### src/rtl/aes_pkg.sv
// Shared AES definitions for the MixColumns datapath.
// - Width localparams for the 128-bit state, 32-bit columns and bytes.
// - GF(2^8) reduction constant and xtime() (multiply-by-x).
// - Index helpers for the state layout: byte (row r, col c) sits at
//   bit 32c+8r, so row 0 is the least significant byte of a column word.
// - FSM state encoding shared by RTL and bench.
package aes_pkg;
  localparam int STATE_W = 128;
  localparam int COL_W   = 32;
  localparam int BYTE_W  = 8;
  localparam int N_COLS  = 4;
  localparam int N_ROWS  = 4;

  localparam logic [7:0] GF_POLY = 8'h1b;

  typedef enum logic [1:0] {
    ST_IDLE = 2'd0,
    ST_BUSY = 2'd1,
    ST_DONE = 2'd2
  } fsm_state_e;

  // Multiply by x modulo x^8+x^4+x^3+x+1.
  function automatic logic [7:0] xtime(input logic [7:0] b);
    return {b[6:0], 1'b0} ^ (b[7] ? GF_POLY : 8'h00);
  endfunction

  // Bit offset of column c inside the state.
  function automatic int col_lsb(input int c);
    return COL_W * c;
  endfunction

  // Bit offset of byte (row r, col c) inside the state.
  function automatic int byte_lsb(input int c, input int r);
    return COL_W * c + BYTE_W * r;
  endfunction
endpackage

### src/rtl/mix_single_column.sv
// Combinational mixer for one 32-bit AES column.
// - col_in  : column word, row 0 in bits [7:0]
// - col_out : mixed column word, same layout
// INVERSE=0 applies {02,03,01,01}; INVERSE=1 applies {0e,0b,0d,09}.
// All constants are formed from xtime chains (x2, x4, x8) and XORs.
module mix_single_column
  import aes_pkg::*;
#(
  parameter bit INVERSE = 1'b0
) (
  input  logic [COL_W-1:0] col_in,
  output logic [COL_W-1:0] col_out
);

  logic [7:0] a  [N_ROWS];
  logic [7:0] x2 [N_ROWS];
  logic [7:0] x4 [N_ROWS];
  logic [7:0] x8 [N_ROWS];

  always_comb begin
    col_out = '0;
    for (int r = 0; r < N_ROWS; r++) begin
      a[r]  = col_in[byte_lsb(0, r) +: BYTE_W];
      x2[r] = xtime(a[r]);
      x4[r] = xtime(x2[r]);
      x8[r] = xtime(x4[r]);
    end
    for (int r = 0; r < N_ROWS; r++) begin
      if (INVERSE) begin
        // e = 8^4^2, b = 8^2^1, d = 8^4^1, 9 = 8^1
        col_out[byte_lsb(0, r) +: BYTE_W] =
            (x8[r] ^ x4[r] ^ x2[r])
          ^ (x8[(r+1)%4] ^ x2[(r+1)%4] ^ a[(r+1)%4])
          ^ (x8[(r+2)%4] ^ x4[(r+2)%4] ^ a[(r+2)%4])
          ^ (x8[(r+3)%4] ^ a[(r+3)%4]);
      end else begin
        // 3*a = 2*a ^ a
        col_out[byte_lsb(0, r) +: BYTE_W] =
            x2[r]
          ^ (x2[(r+1)%4] ^ a[(r+1)%4])
          ^ a[(r+2)%4]
          ^ a[(r+3)%4];
      end
    end
  end

endmodule

### src/rtl/mix_columns_serial.sv
// Column-serial AES MixColumns / InvMixColumns stage.
// Ports:
// - clk, rst_n          : clock, asynchronous active-low reset
// - in_valid/in_ready   : input handshake for in_state (128-bit)
// - out_valid/out_ready : output handshake for out_state (128-bit)
// - dbg_state           : current FSM state, for observation only
// Handshake rule (both sides): a transfer happens on a rising edge where
// valid && ready; valid, once raised, holds its payload stable until that
// edge. in_ready never depends on in_valid.
// Flow: IDLE accepts a block; BUSY mixes one column per cycle (col 0..3);
// DONE presents the result until accepted. A DONE cycle may accept the next
// block at the same edge, giving one block every 5 cycles.
module mix_columns_serial
  import aes_pkg::*;
#(
  parameter bit INVERSE = 1'b0
) (
  input  logic               clk,
  input  logic               rst_n,
  input  logic               in_valid,
  output logic               in_ready,
  input  logic [STATE_W-1:0] in_state,
  output logic               out_valid,
  input  logic               out_ready,
  output logic [STATE_W-1:0] out_state,
  output fsm_state_e         dbg_state
);

  fsm_state_e         state_q, state_d;
  logic [1:0]         col_q;
  logic [STATE_W-1:0] data_q;
  logic [STATE_W-1:0] result_q;
  logic [COL_W-1:0]   col_in;
  logic [COL_W-1:0]   col_out;
  logic               accept;

  assign col_in = data_q[col_lsb(int'(col_q)) +: COL_W];

  mix_single_column #(.INVERSE(INVERSE)) u_mix (
    .col_in  (col_in),
    .col_out (col_out)
  );

  always_comb begin
    state_d   = state_q;
    in_ready  = 1'b0;
    out_valid = 1'b0;
    unique case (state_q)
      ST_IDLE: begin
        in_ready = 1'b1;
        if (in_valid) state_d = ST_BUSY;
      end
      ST_BUSY: begin
        if (col_q == 2'd3) state_d = ST_DONE;
      end
      ST_DONE: begin
        out_valid = 1'b1;
        in_ready  = out_ready;
        if (out_ready) state_d = in_valid ? ST_BUSY : ST_IDLE;
      end
      default: state_d = ST_IDLE;
    endcase
    accept = in_valid && in_ready;
  end

  always_ff @(posedge clk or negedge rst_n) begin
    if (!rst_n) begin
      state_q  <= ST_IDLE;
      col_q    <= 2'd0;
      data_q   <= '0;
      result_q <= '0;
    end else begin
      state_q <= state_d;
      if (accept) begin
        data_q <= in_state;
        col_q  <= 2'd0;
      end else if (state_q == ST_BUSY) begin
        result_q[col_lsb(int'(col_q)) +: COL_W] <= col_out;
        col_q <= col_q + 2'd1;  // wraps to 0 after column 3
      end
    end
  end

  // Output comes only from the result register; in_state never reaches it.
  assign out_state = result_q;
  assign dbg_state = state_q;

endmodule
### config.mk
export PLATFORM = sky130hd
export DESIGN_NAME = mix_columns_serial
export DESIGN_NICKNAME = d
export VERILOG_FILES = /design/src/rtl/aes_pkg.sv /design/src/rtl/mix_single_column.sv /design/src/rtl/mix_columns_serial.sv
export SDC_FILE = /design/constraint.sdc
export NUM_CORES = 1
export LEC_CHECK = 0
export ABC_AREA = 0
export BUFFER_PORTS_ARGS = -buffer_cell sky130_fd_sc_hd__buf_4
export CORE_ASPECT_RATIO = 1.75
export CORE_MARGIN = 5
export CORE_UTILIZATION = 45
export DETAILED_ROUTE_END_ITERATION = 12
export PLACE_DENSITY = 0.68
export SLEW_MARGIN = 20
export SYNTH_ARGS = -nofsm -noshare
export SYNTH_HDL_FRONTEND = slang
export SYNTH_SLANG_ARGS = --single-unit
### constraint.sdc
create_clock -name clk -period 3.1 [get_ports clk]
set_clock_uncertainty 0.15 [all_clocks]
set_input_delay 0 -clock clk [delete_from_list [all_inputs] [get_ports clk]]
set_output_delay 0 -clock clk [all_outputs]
set_load 0.01 [all_outputs]
==> impl_results.md <==
* Outcome: finished with violations
* Failing checks: negative hold slack
* Die Width at 131 um
* Core Footprint at 0.0253 mm2
* Final net count at 1359
* Sequential share of the synthesized area at 56.4%
* Area Overhead vs Synth at 39.9%
* Syn Area/Cell at 14.0 um2
* CP Launch Type: flip-flop
* Final hold violation count at 16
* Worst-path clk slew at 70 ps
* CP required at 3380 ps
* CP Class: reg -> reg
* First-pass GRT wire length at 54500 um
* Post-synthesis cell type count at 29
* Die area at 0.0291 mm2
* GRT Total Usage at 24.7%
* Post-Route Setup TNS at 0 ps
* Syn_nets at 964
* Fmax at 0.378 GHz
* I/O pin cnt at 264
* YS warnings at 0
* Main combinational cell family by area after synthesis: multiplexers
* Placed insts at 1381
* Crit-path max FO at 17
* Initial Util at 45.6%
* FF/Latch Area at 0.00651 mm2
* Compound-Gate Fraction of Synth Area at 5.78%
* CP arrival at 2930 ps
* Post-Synth XOR/XNOR Area at 11.7%
* CP Capture Type: flip-flop
* Worst slew pin tran at 842 ps
* Worst path max stage delay at 680 ps
* Total gr overflow at 0
* Share of cells above drive strength 1 at 40.6%
* DIE HEIGHT at 222 um
* Final Critical Period at 2650 ps
* Area of the multi-input gates at 0.00481 mm2
* Setup bufs post-CTS at 0
* Adder-Cell Fraction of Synth Area at 0.542%
* CTS tree: yes
* Worst hold path class: in -> async
* H-Tree Depth at 1
* Drt wl/cell at 22.5 um
* CP max stage cell: mux4_2
* Initial antenna violation count at 1
* I/O Buffers at 263
* Post-synthesis mux area share at 18.7%
* Clock Root Buffer: clkbuf_16
* Hold Slack at -53.6 ps
* Fin. max-slew vios at 0
* Fillcell total at 1889
* Max cap viols at 0
* Dpl hpwl at 24400 um
* Via count at 8161
* Drt drc at 0
* WL final at 35100 um
* Vias in the first global route at 9029
* Vias per cell at 5.24
* Largest net degree at the start of global routing at 108
* Final setup fails at 0
* Clk Latency, worst-skew pair at 520 ps
* CTS Buf Count at 24
* DR iter-0 viols at 411
* Std cell rows at 77
* Crit share post-route at 85.4%
* Crit-path cells: buf_4 > mux4_2 > xnor2_1 > xor3_1 > o21ai_0
* Final instance count without filler cells at 1557
* Unrepaired setup endpoints after global routing: false
* Synthesized area at 0.0115 mm2
* Synthesized instance count at 827
* Initial DRT Pass Iterations at 5
* Num Clock Sinks at 260
* Clock buffer depth at 3
* Yosys reg bits at 260
* Antenna viol nets, final at 0
* Gpl congestion at 0.848
* Rel. slew slack at 43.9%
* Simple-Gate Fraction of Synth Area at 4.88%
flip-flops by register name, summed over array words and instances, names as in the netlist:
| register | count |
|---|---|
| data_q | 128 |
| dbg_state | 2 |
| col_q | 2 |
| out_state | 128 |
cells in the final DEF (no fill, tap or decap), types with 2 or more instances in the layout:
cell type / Yosys / final
buf_4: 0 / 280
dfrtp_1: 260 / 258
nand2_1: 132 / 132
dlygate4sd3_1: 0 / 131
mux2_2: 128 / 128
o21ai_1: 119 / 119
xnor3_1: 34 / 34
mux4_2: 32 / 32
clkbuf_16: 0 / 25
xnor2_1: 15 / 15
xor3_1: 10 / 10
xnor2_2: 9 / 9
o21ai_0: 9 / 9
clkinv_2: 0 / 7
buf_12: 0 / 6
nor2_1: 5 / 5
ha_1: 5 / 5
bufinv_16: 0 / 5
inv_1: 3 / 3
xor2_1: 3 / 3
clkbuf_8: 0 / 3
clkbuf_1: 37 / 3
nor2b_1: 2 / 2
a21oi_1: 2 / 2
nand4_1: 2 / 2
dfrtp_2: 0 / 2
per-layer routing:
metal  GRT usage (%)  vias up  routed length (um)
li1                -     3695                   -
met1            28.6     4126               12300
met2            45.3      261               19700
met3            2.94       79                1640
met4            9.47        0                1470
met5               0        -                   0
repair_timing:
item	4_1_cts	5_1_grt
hold buffers	131	0
setup endpoints to repair	0	0
hold endpoints to repair	286	0
resized for setup	0	0
cell usage after synthesis:
cell type / number / area share (%)
nand2_1: 132 / 4.3
clkbuf_1: 37 / 1.2
a22o_1: 1 / 0.076
mux2_2: 128 / 12
xor2_2: 1 / 0.14
nor2_1: 5 / 0.16
inv_1: 3 / 0.098
xnor3_1: 34 / 6.6
inv_2: 1 / 0.032
xnor2_1: 15 / 1.1
a21oi_1: 2 / 0.087
nand4_1: 2 / 0.11
xnor2_4: 1 / 0.24
or4b_2: 1 / 0.087
buf_2: 4 / 0.17
o21ai_1: 119 / 5.2
o21ai_0: 9 / 0.39
dfrtp_1: 260 / 56
xor3_1: 10 / 2.1
buf_6: 4 / 0.39
mux4_2: 32 / 6.2
a21o_1: 1 / 0.065
and2_1: 1 / 0.054
xor2_1: 3 / 0.23
nor2b_1: 2 / 0.11
buf_1: 4 / 0.13
xnor2_2: 9 / 1.3
or4_1: 1 / 0.065
ha_1: 5 / 0.54
cell type report:
| cell class | instances | share of cell area, % |
|---|---|---|
| Clock buffer | 31 | 4.20 |
| Inverter | 4 | 0.0930 |
| Antenna cell | 1 | 0.0155 |
| Timing Repair Buffer | 418 | 22.0 |
| Multi-Input combinational cell | 514 | 29.8 |
| Tap cell | 316 | 2.45 |
| Clock inverter | 13 | 1.19 |
| Sequential cell | 260 | 40.3 |
through the flow:
step                hold WS [ps]  worst slack (ps)  cell area [um2]  utilization, %
CTS                         4.24               416            16100            63.7
detailed placement         -23.4               442            14000            55.1
floorplan                   -446               556            11500               -
finish                     -53.6               452            16100            63.7
global route                50.9               321            16100            63.7
global placement           -27.1               470            14000            55.1
kinds of logic (layout without fill, tap and decap cells):
logic type,count (synthesis),count (layout)
flops,260,260
mux,160,160
simple gates,144,144
compound gates,132,132
xor+xnor,73,73
buf+inv,53,466
fa+ha+maj,5,5
other cells,0,1
worst paths after layout:
kind | depth (start not counted) | endpoint | slack, ps | from
max in group asynchronous | 3 | out_state[1] | 1930 | rst_n
min | 2 | data_q[91] | -50 | rst_n
max reg2reg | 5 | out_state[16] | 450 | col_q[0]
max | 5 | out_state[16] | 450 | col_q[0]
min reg2reg | 2 | out_state[90] | 330 | out_state[90]
min in group clk | 3 | data_q[51] | 100 | in_state[51]
worst max-delay path, delay by kind of cell, from the launching register on:
kind	cells	cell delay [ps]
XOR/XNOR	2	800
multiplexers	1	680
flip-flops	1	380
buffers and inverters	1	300
AO/OA/AOI/OAI	1	210
Power is left out: the tool's default activity adds up to more than one toggle a clock period on the data nets, which glitch-free logic cannot reach.
